## src/rtl/billiard_pkg.sv

```systemverilog
// Shared types and fixed-point constants for the billiard ball datapath.
package billiard_pkg;

    // Position and velocity carry 6 fractional bits (1/64 pixel).
    localparam int unsigned FRAC_BITS = 6;
    localparam int unsigned POS_W     = 17;
    localparam int unsigned VEL_W     = 16;

    // Unsigned Q11.6 position, signed Q9.6 velocity.
    typedef logic        [POS_W-1:0] pos_q_t;
    typedef logic signed [VEL_W-1:0] vel_q_t;

    typedef enum logic [1:0] {
        AIM    = 2'd0,
        CHARGE = 2'd1,
        ROLL   = 2'd2
    } ball_state_t;

endpackage

```

## src/rtl/ball_axis_step.sv

```systemverilog
// One-axis frame update: integrate, cushion bounce, friction decay.
module ball_axis_step
    import billiard_pkg::*;
#(
    parameter int unsigned FRICTION_SHIFT = 6
) (
    input  pos_q_t p,
    input  vel_q_t v,
    input  pos_q_t p_min,
    input  pos_q_t p_max,
    output pos_q_t p_next,
    output vel_q_t v_next
);

    logic signed [POS_W:0] p_sum;
    vel_q_t                v_bounced;
    logic [VEL_W-1:0]      mag;
    logic [VEL_W-1:0]      dec;
    logic [VEL_W-1:0]      mag_next;

    // Integrate in 18-bit signed, clamp to the cushions, then decay the speed.
    always_comb begin
        p_sum     = $signed({1'b0, p}) + $signed({{(POS_W+1-VEL_W){v[VEL_W-1]}}, v});
        p_next    = p_sum[POS_W-1:0];
        v_bounced = v;

        if (p_sum < $signed({1'b0, p_min})) begin
            p_next    = p_min;
            v_bounced = -v;
        end else if (p_sum > $signed({1'b0, p_max})) begin
            p_next    = p_max;
            v_bounced = -v;
        end

        // Friction works on magnitude so both directions decay identically;
        // the +1 term guarantees the speed reaches zero.
        mag      = v_bounced[VEL_W-1] ? VEL_W'(-v_bounced) : VEL_W'(v_bounced);
        dec      = (mag >> FRICTION_SHIFT) + 16'd1;
        mag_next = (mag > dec) ? (mag - dec) : '0;

        v_next = vel_q_t'(mag_next);
        if (v_bounced[VEL_W-1]) begin
            v_next = -v_next;
        end
    end

endmodule

```

## src/rtl/white_ball_move.sv

```systemverilog
// White ball motion: latches the cue vector on release, then rolls the
// ball once per frame until friction stops it.
module white_ball_move
    import billiard_pkg::*;
#(
    parameter int unsigned INITIAL_X      = 320,
    parameter int unsigned INITIAL_Y      = 240,
    parameter int unsigned X_MIN          = 32,
    parameter int unsigned X_MAX          = 592,
    parameter int unsigned Y_MIN          = 32,
    parameter int unsigned Y_MAX          = 432,
    parameter int unsigned FRICTION_SHIFT = 6
) (
    input  logic        clk,
    input  logic        resetN,
    input  logic        startOfFrame,
    input  logic        game_state,
    input  logic        space_pressed,
    input  logic        pocketed,
    input  logic [31:0] velocityX,
    input  logic [31:0] velocityY,
    output logic [10:0] whiteBallTopLeftX,
    output logic [10:0] whiteBallTopLeftY,
    output logic        ball_moving,
    output logic        shot_fired
);

    localparam pos_q_t INIT_X_Q = pos_q_t'(INITIAL_X << FRAC_BITS);
    localparam pos_q_t INIT_Y_Q = pos_q_t'(INITIAL_Y << FRAC_BITS);
    localparam pos_q_t X_MIN_Q  = pos_q_t'(X_MIN << FRAC_BITS);
    localparam pos_q_t X_MAX_Q  = pos_q_t'(X_MAX << FRAC_BITS);
    localparam pos_q_t Y_MIN_Q  = pos_q_t'(Y_MIN << FRAC_BITS);
    localparam pos_q_t Y_MAX_Q  = pos_q_t'(Y_MAX << FRAC_BITS);

    ball_state_t state_q, state_d;
    pos_q_t      pos_x_q, pos_x_d, pos_y_q, pos_y_d;
    vel_q_t      vel_x_q, vel_x_d, vel_y_q, vel_y_d;
    logic        ball_moving_q, ball_moving_d;
    logic        shot_fired_q, shot_fired_d;

    pos_q_t      step_px, step_py;
    vel_q_t      step_vx, step_vy;
    vel_q_t      vel_in_x, vel_in_y;
    logic [31:0] vel_hi_unused;

    // Cue velocity is bounded to +/-510, so the low 16 bits carry it fully.
    assign vel_in_x      = vel_q_t'(velocityX[VEL_W-1:0]);
    assign vel_in_y      = vel_q_t'(velocityY[VEL_W-1:0]);
    assign vel_hi_unused = {velocityX[31:VEL_W], velocityY[31:VEL_W]};

    ball_axis_step #(
        .FRICTION_SHIFT(FRICTION_SHIFT)
    ) u_step_x (
        .p      (pos_x_q),
        .v      (vel_x_q),
        .p_min  (X_MIN_Q),
        .p_max  (X_MAX_Q),
        .p_next (step_px),
        .v_next (step_vx)
    );

    ball_axis_step #(
        .FRICTION_SHIFT(FRICTION_SHIFT)
    ) u_step_y (
        .p      (pos_y_q),
        .v      (vel_y_q),
        .p_min  (Y_MIN_Q),
        .p_max  (Y_MAX_Q),
        .p_next (step_py),
        .v_next (step_vy)
    );

    // Next-state, position/velocity update and pulse generation.
    always_comb begin
        state_d      = state_q;
        pos_x_d      = pos_x_q;
        pos_y_d      = pos_y_q;
        vel_x_d      = vel_x_q;
        vel_y_d      = vel_y_q;
        shot_fired_d = 1'b0;

        if (!game_state) begin
            // Leaving play freezes the ball where it is.
            state_d = AIM;
            vel_x_d = '0;
            vel_y_d = '0;
        end else begin
            case (state_q)
                AIM: begin
                    if (space_pressed) begin
                        state_d = CHARGE;
                    end
                end
                CHARGE: begin
                    if (startOfFrame && !space_pressed) begin
                        if (vel_in_x == '0 && vel_in_y == '0) begin
                            state_d = AIM;
                        end else begin
                            state_d      = ROLL;
                            vel_x_d      = vel_in_x;
                            vel_y_d      = vel_in_y;
                            shot_fired_d = 1'b1;
                        end
                    end
                end
                ROLL: begin
                    if (pocketed) begin
                        state_d = AIM;
                        pos_x_d = INIT_X_Q;
                        pos_y_d = INIT_Y_Q;
                        vel_x_d = '0;
                        vel_y_d = '0;
                    end else if (startOfFrame) begin
                        pos_x_d = step_px;
                        pos_y_d = step_py;
                        vel_x_d = step_vx;
                        vel_y_d = step_vy;
                        if (step_vx == '0 && step_vy == '0) begin
                            state_d = AIM;
                        end
                    end
                end
                default: state_d = AIM;
            endcase
        end

        ball_moving_d = (state_d == ROLL);
    end

    // State and datapath registers.
    always_ff @(posedge clk or negedge resetN) begin
        if (!resetN) begin
            state_q       <= AIM;
            pos_x_q       <= INIT_X_Q;
            pos_y_q       <= INIT_Y_Q;
            vel_x_q       <= '0;
            vel_y_q       <= '0;
            ball_moving_q <= 1'b0;
            shot_fired_q  <= 1'b0;
        end else begin
            state_q       <= state_d;
            pos_x_q       <= pos_x_d;
            pos_y_q       <= pos_y_d;
            vel_x_q       <= vel_x_d;
            vel_y_q       <= vel_y_d;
            ball_moving_q <= ball_moving_d;
            shot_fired_q  <= shot_fired_d;
        end
    end

    assign whiteBallTopLeftX = pos_x_q[POS_W-1:FRAC_BITS];
    assign whiteBallTopLeftY = pos_y_q[POS_W-1:FRAC_BITS];
    assign ball_moving       = ball_moving_q;
    assign shot_fired        = shot_fired_q;

endmodule

```

## config.mk

```make
export PLATFORM = sky130hd
export DESIGN_NAME = white_ball_move
export DESIGN_NICKNAME = d
export VERILOG_FILES = /design/src/rtl/billiard_pkg.sv /design/src/rtl/ball_axis_step.sv /design/src/rtl/white_ball_move.sv
export SDC_FILE = /design/constraint.sdc
export NUM_CORES = 1
export LEC_CHECK = 0
export CAP_MARGIN = 20
export CORE_MARGIN = 2
export CORE_UTILIZATION = 57
export CTS_BUF_LIST = sky130_fd_sc_hd__clkbuf_16
export DETAILED_ROUTE_END_ITERATION = 8
export GPL_TIMING_DRIVEN = 0
export HOLD_SLACK_MARGIN = 0.08
export PLACE_DENSITY = 0.86
export RECOVER_POWER = 100
export REMOVE_ABC_BUFFERS = 1
export SLEW_MARGIN = 20
export SYNTH_ARGS = -nofsm -noshare
export SYNTH_HDL_FRONTEND = slang
export SYNTH_HIERARCHICAL = 1
export SYNTH_SLANG_ARGS = --single-unit
```

## constraint.sdc

```tcl
create_clock -name clk -period 19.1 [get_ports clk]
set_input_delay 1.91 -clock clk [delete_from_list [all_inputs] [get_ports clk]]
set_output_delay 1.91 -clock clk [all_outputs]
set_load 0.05 [all_outputs]
```

# Yosys cells after proc, flatten, opt, wreduce, memory -nomap -nowiden

Index checks and enable logic that the tools add are counted.

Add/subtract/negate cells: 12
Multipliers: 0
Div/mod/pow operators: 0
Order comparisons: 6
Equality and inequality tests: 7
Shifts and indexed selects: 0
Muxes and demuxes: 42
Bitwise logic cells: 0
Reductions and logical operators: 12

Operators with widths:

| operator                                                                           | number |
|---|---|
| 16-bit two-way mux                                                                 | 20 |
| 17-bit two-way mux                                                                 | 8 |
| 16-bit negator                                                                     | 6 |
| 16-bit zero test                                                                   | 4 |
| 16-bit case mux with 2 select lines                                                | 2 |
| 18-bit by 16-bit adder with 18-bit output                                          | 2 |
| 18-bit by 13-bit < comparator with 1-bit output (second input constant)            | 2 |
| 16-bit greater-than comparator                                                     | 2 |
| 16-bit subtractor                                                                  | 2 |
| 10-bit by 1-bit adder with 11-bit output (second input constant)                   | 2 |
| 18-bit by 16-bit greater-than comparator with 1-bit output (second input constant) | 1 |
| 18-bit by 17-bit greater-than comparator with 1-bit output (second input constant) | 1 |
| 2-bit two-way mux                                                                  | 7 |
| 3-bit != test (second input constant)                                              | 2 |
| 2-bit case mux with 3 select lines                                                 | 1 |
| 2-bit == test (second input constant)                                              | 2 |
| 1-bit two-way mux                                                                  | 4 |
| 4-bit != test (second input constant)                                              | 1 |
| 4-bit AND reduction                                                                | 1 |
| 1-bit logical AND                                                                  | 3 |
| 3-bit by 1-bit != test with 1-bit output (second input constant)                   | 1 |
| 3-bit AND reduction                                                                | 1 |
| 2-bit by 1-bit == test with 1-bit output (second input constant)                   | 1 |
| 2-bit zero test                                                                    | 1 |
| other kinds (2)                                                                    | 2 |

Register bits after elaboration: 70
Latch bits: 0
RAM bits: 0
ROM bits: 0
Bits of input ports: 70
Output and inout bits: 24
Logic and storage cells: 86
Memories: 0

# Longest topological paths before layout

Depth after elaboration: 19
Depth in mapped cells: 60
Depth with buffers taken out: 59

# Modules after synthesis

Netlist, hierarchy kept.

Modules (own cells, without submodules):

| module                    | instances | cells an instance | area an instance (sq um) | sequential area each (sq um) |
|---|---|---|---|---|
| ball_axis_step (u_step_y) | 1         | 675               | 4536.9                   | 0.0 |
| ball_axis_step (u_step_x) | 1         | 628               | 4264.1                   | 0.0 |
| white_ball_move           | 1         | 284               | 3146.8                   | 1759.2 |

# Worst setup path after synthesis

OpenSTA, ideal clock, no wires.

Path kind: register to register
From: register vel_y_q[0]
To: register ball_moving_q, in the netlist ball_moving
Library setup time: 0.118 ns
Arrival: 11.066 ns
Required time: 18.982 ns
Path slack: 7.916 ns
Cell stages (with the launch flop): 60
Path buffers: 1
Clock period less this slack: 11.184 ns
Cell sequence: dfrtp_1 > ha_1 > fa_1 > a21o_1 > a21oi_1 > o21bai_1 > a21oi_1 > o21bai_1 > a21oi_1 > o21bai_1 > a21oi_1 > o21bai_1 > a21oi_1 > nor2b_1 > o21a_1 > o21ai_0 > mux2i_1 > nand2b_1 > [24 not listed] > a21oi_1 > nand2b_1 > o21ai_0 > o21ai_2 > a21o_1 > nand2_1 > nand2b_1 > ha_1 > nand4_1 > nor4b_1 > a21boi_0 > nand4_1 > a31oi_1 > o21ai_0 > nor4_1 > nand4_1 > or3_1 > a21o_1

Cells in the longest elaborated chain, start to end: 19
Elaborated cells on any way between the ends: 22
Classes of those cells: add/sub: 6; order compare: 3; eq/ne: 1; mux: 10; reduce/logical: 2

RTL lines:

| what                                                                       | line                   | RTL |
|---|---|---|
| start: declaration                                                         | white_ball_move.sv:37  | `vel_q_t vel_x_q, vel_x_d, vel_y_q, vel_y_d;` |
| start signal: assignment                                                   | white_ball_move.sv:145 | `vel_y_q <= vel_y_d;` |
| 18-bit by 16-bit adder with 18-bit output                                  | ball_axis_step.sv:23   | `p_sum = $signed({1'b0, p}) + $signed({{(POS_W+1-VEL_W){v[VEL_W-1]}}, v});` |
| 18-bit by 16-bit greater-than comparator with 1-bit output                 | ball_axis_step.sv:30   | `end else if (p_sum > $signed({1'b0, p_max})) begin` |
| 16-bit two-way mux                                                         | ball_axis_step.sv:30   |  |
| 16-bit two-way mux (*)                                                     | ball_axis_step.sv:27   | `if (p_sum < $signed({1'b0, p_min})) begin` |
| 16-bit negator                                                             | ball_axis_step.sv:37   | `mag = v_bounced[VEL_W-1] ? VEL_W'(-v_bounced) : VEL_W'(v_bounced);` |
| 16-bit two-way mux                                                         | ball_axis_step.sv:37   |  |
| 10-bit by 1-bit adder with 11-bit output                                   | ball_axis_step.sv:38   | `dec = (mag >> FRICTION_SHIFT) + 16'd1;` |
| 16-bit subtractor / 16-bit greater-than comparator (equally long branches) | ball_axis_step.sv:39   | `mag_next = (mag > dec) ? (mag - dec) : '0;` |
| [3 not listed]                                                             | n/a                    |  |
| via step_vy[14]                                                            | white_ball_move.sv:42  | `vel_q_t step_vx, step_vy;` |
| [1 not listed]                                                             | n/a                    |  |
| 1-bit logical AND (*)                                                      | white_ball_move.sv:118 | `if (step_vx == '0 && step_vy == '0) begin` |
| 2-bit two-way mux (*)                                                      | white_ball_move.sv:118 |  |
| 2-bit two-way mux (*)                                                      | white_ball_move.sv:113 | `end else if (startOfFrame) begin` |
| 2-bit two-way mux (*)                                                      | white_ball_move.sv:107 | `if (pocketed) begin` |
| 2-bit case mux with 3 select lines (*)                                     | white_ball_move.sv:88  | `case (state_q)` |
| 2-bit two-way mux (*)                                                      | white_ball_move.sv:82  | `if (!game_state) begin` |
| 2-bit == test (*)                                                          | white_ball_move.sv:127 | `ball_moving_d = (state_d == ROLL);` |
| via ball_moving_d                                                          | white_ball_move.sv:38  | `logic ball_moving_q, ball_moving_d;` |
| end signal: assignment                                                     | white_ball_move.sv:146 | `ball_moving_q <= ball_moving_d;` |
| end: declaration                                                           | white_ball_move.sv:38  |  |

Mark *: on every way through the listed nets, which the timed path passes. The rest lies on a longest branch.
A chain may end at the register's enable or synchronous reset.

# Worst setup path after layout

Ends and elaborated chain as after synthesis.

==> flow_summary.ini <==
[synthesis]
synth.distinct_cells = 106
synth-main-ff-cell = dfrtp_1
async_flop_share_pct = 100
yosysWarnings = 6
post-synth-top-area-cell = ha_1
mappedNetlistArea_um2 = 11900
syn_avg_cell_area_um2 = 7.53
synth-seq-cells = 70
syn_inst = 1587
synth_area_leaders = ha_1 14%, dfrtp_1 13%, xnor2_1 7.1%
synth_top_area_share_pct = 13.6
synth-edff-count = 0
synth_seq_area_share_pct = 14.7

[clocking]
cts.clk_slew.worst_paths_ps = 70
clk_path_buf_depth = 2
htreeDepth = 3
clock-sinks = 70
clk_latency_ps = 360
clock-root-buffer = clkbuf_16
cts_tree = built
cts-hold-fix-buffers = 0
post_cts_buffers = 0
cts-resized-gates = 0
cts_buffers = 9

[critical_path]
start_kind = flip-flop
critPathMaxStageDelay_ps = 580
cp_common_cell = a21oi_1
crit_type = flip-flop to flip-flop
r2r_cells = 58
slowest_stage = or4_1
regToRegEndpoint = ball_moving$_DFF_PN0_
ff2ff_setup_slack_ps = 4700
end_kind = flip-flop
cp_max_fo = 17
crit_required_ps = 19340
cp.buffers_inverters = 1
crit_arrival_ps = 14640
timing.rr.start = vel_y_q[0]$_DFFE_PN0P_
critPathTopFamily = compound AO/OA/AOI/OAI gates

[final_layout]
postLayoutCellArea_um2 = 13300
syn_to_final_growth_pct = 11.1
fin_cells = 1975
drive_gt1_share_pct = 4.87
final_common_cell = nor2_1
antenna_cells = 0
layout.nets = 1904
layout_common_cells = 150 x nor2_1, 142 x nand2_1, 130 x ha_1
fillCellCount = 1739

[global_routing]
grt_pass1_wl_um = 54900
antenna_found_initial = 0
grt_overflow_total = 0
grt_start_max_net_pins = 48
grt.total_usage_pct = 30.5
grt_pass1_vias = 11556

[power]
power_frac_comb_pct = 81.9
switching_share_pct = 55.4
internal_power_uw = 933
power_density_nw_per_um2 = 158
p_leak_uw = 0.00587
ir_drop_v = 0.000163
p_clk_share_pct = 9.3
seqPwrFrac_pct = 8.8
switching_power_uw = 1160

[die]
core_area_um2 = 20400
ios = 94
start_util_pct = 58.5
die_w_um = 149
die-area_um2 = 22100
rows = 52
fp.dieH_um = 149

[drt]
avgRoutedWirePerCell_um = 17.1
via_count = 12208
firstDrtPassIters = 5
drt_iter0_markers = 952
via_per_inst = 6.18
drcViolationCount = 0
wirelength_um = 33900
final_antenna_net_count = 0

[placed_design]
placed_cell_area_um2 = 13000
place_congestion = 0.918
dp_hpwl_um = 26300
dp_cells = 1959
io_buffers = 61

[hold_path]
min_to = pos_x_q[3]$_DFFE_PN0P_
hold_depth = 1
hp-class = flip-flop to flip-flop
worstHoldStart = pos_x_q[3]$_DFFE_PN0P_

[timing]
fin_crit_sh_pct = 75.4
fmax_mhz = 69.5
slew_viol_final = 102
tns_ps = 0
setup_viol = 0
rsz0062_at_grt = false
slew-limit-headroom_pct = -81.4
finalClockSkew_ps = 8.81
finalHoldViolations = 0
worst_pin_slew_ps = 2720
finalCriticalPeriod_ps = 14400

[outcome]
violations = max-capacitance violations, max-slew violations
status = complete, but fails checks

[job]
drv_cap = 3
power by group through the flow:
stage                     combinational [uW]  clock [uW]  sequential [uW]
final                                   1710         194              184
after global routing                    1880         201              186
after CTS                               1700         195              184
after detailed placement                1680           0              187
after global placement                  1620           0              186
after floorplan                         1300           0              205
kinds of logic (layout without fill, tap and decap cells):
group / Yosys count / after routing / synth area share, %
fa+ha+maj: 134 / 134 / 14.3
xor+xnor: 145 / 145 / 11.0
mux: 29 / 29 / 2.60
buf+inv: 207 / 208 / 8.04
compound gates: 479 / 479 / 27.3
simple gates: 519 / 519 / 22.0
other cells: 4 / 121 / 0.126
flops: 70 / 70 / 14.7
through the flow:
step           setup slack (ps)  power [uW]  hold WS, ps  util (%)
6_report                   4700        2090          525      65.0
5_1_grt                    3690        2270          542      65.0
4_1_cts                    5360        2070          523      65.4
3_5_place_dp               5430        1870          502      63.9
3_3_place_gp               4850        1810          498      62.8
2_1_floorplan              7310        1510          480         -
synth_stat cells, types with 10 or more instances:
library cell,number
buf_2,18
o21a_1,13
o21ai_1,37
nand2b_1,25
clkbuf_1,28
o21bai_1,17
nor2_1,149
a21oi_1,121
xor2_1,42
nor4_1,24
or3_1,11
buf_4,25
a22oi_1,33
ha_1,130
nor3_1,27
nand2_1,142
nand3_1,26
a21o_1,15
a211oi_1,15
o21ai_0,78
and2_1,15
a31oi_1,15
nor2b_1,10
inv_1,120
a22o_1,28
dfrtp_1,64
mux2i_1,25
nand4_1,27
xnor2_1,97
worst max path at each step:
stage	start	slack (ps)	to	cells after the start
2_1_floorplan	vel_y_q[0]$_DFFE_PN0P_	7310	ball_moving$_DFF_PN0_	58
3_3_place_gp	vel_y_q[0]$_DFFE_PN0P_	4850	ball_moving$_DFF_PN0_	54
3_5_place_dp	vel_y_q[0]$_DFFE_PN0P_	5430	ball_moving$_DFF_PN0_	58
4_1_cts	vel_y_q[0]$_DFFE_PN0P_	5360	ball_moving$_DFF_PN0_	58
5_1_grt	vel_y_q[0]$_DFFE_PN0P_	3690	ball_moving$_DFF_PN0_	58
6_report	vel_y_q[0]$_DFFE_PN0P_	4700	ball_moving$_DFF_PN0_	58
flip-flops by register name (all words and copies together) (netlist names):
name / cells
state_q: 2
vel_x_q: 16
ball_moving: 1
pos_x_q: 17
pos_y_q: 17
shot_fired: 1
vel_y_q: 16
worst reg2reg max path: cells and delay by family, from the launching register on:
family                     cells  cell delay [ps]
AOI/OAI and AO/OA             27             5930
buffers and inverters          1              160
muxes                          1              270
DFF                            1              490
adders and majority gates      6             1920
and+or+nand+nor               21             5060
xor gates and xnor gates       2              440
routing by layer:
layer	track usage, %	share of wire [%]
met5	0	0
met4	17.6	5.0
met2	52.4	48
met3	3.67	6.1
met1	36.8	41
cell type report:
class / instances / area, um^2 / area share [%]
Sequential cell: 70 / 1760 / 13.3
Tap cell: 270 / 338 / 2.55
Clock inverter: 7 / 97.6 / 0.735
Inverter: 120 / 450 / 3.39
Clock buffer: 9 / 225 / 1.70
Multi-Input combinational cell: 1427 / 9670 / 72.9
Timing Repair Buffer: 72 / 729 / 5.50
(Power assumes the default switching activity.)
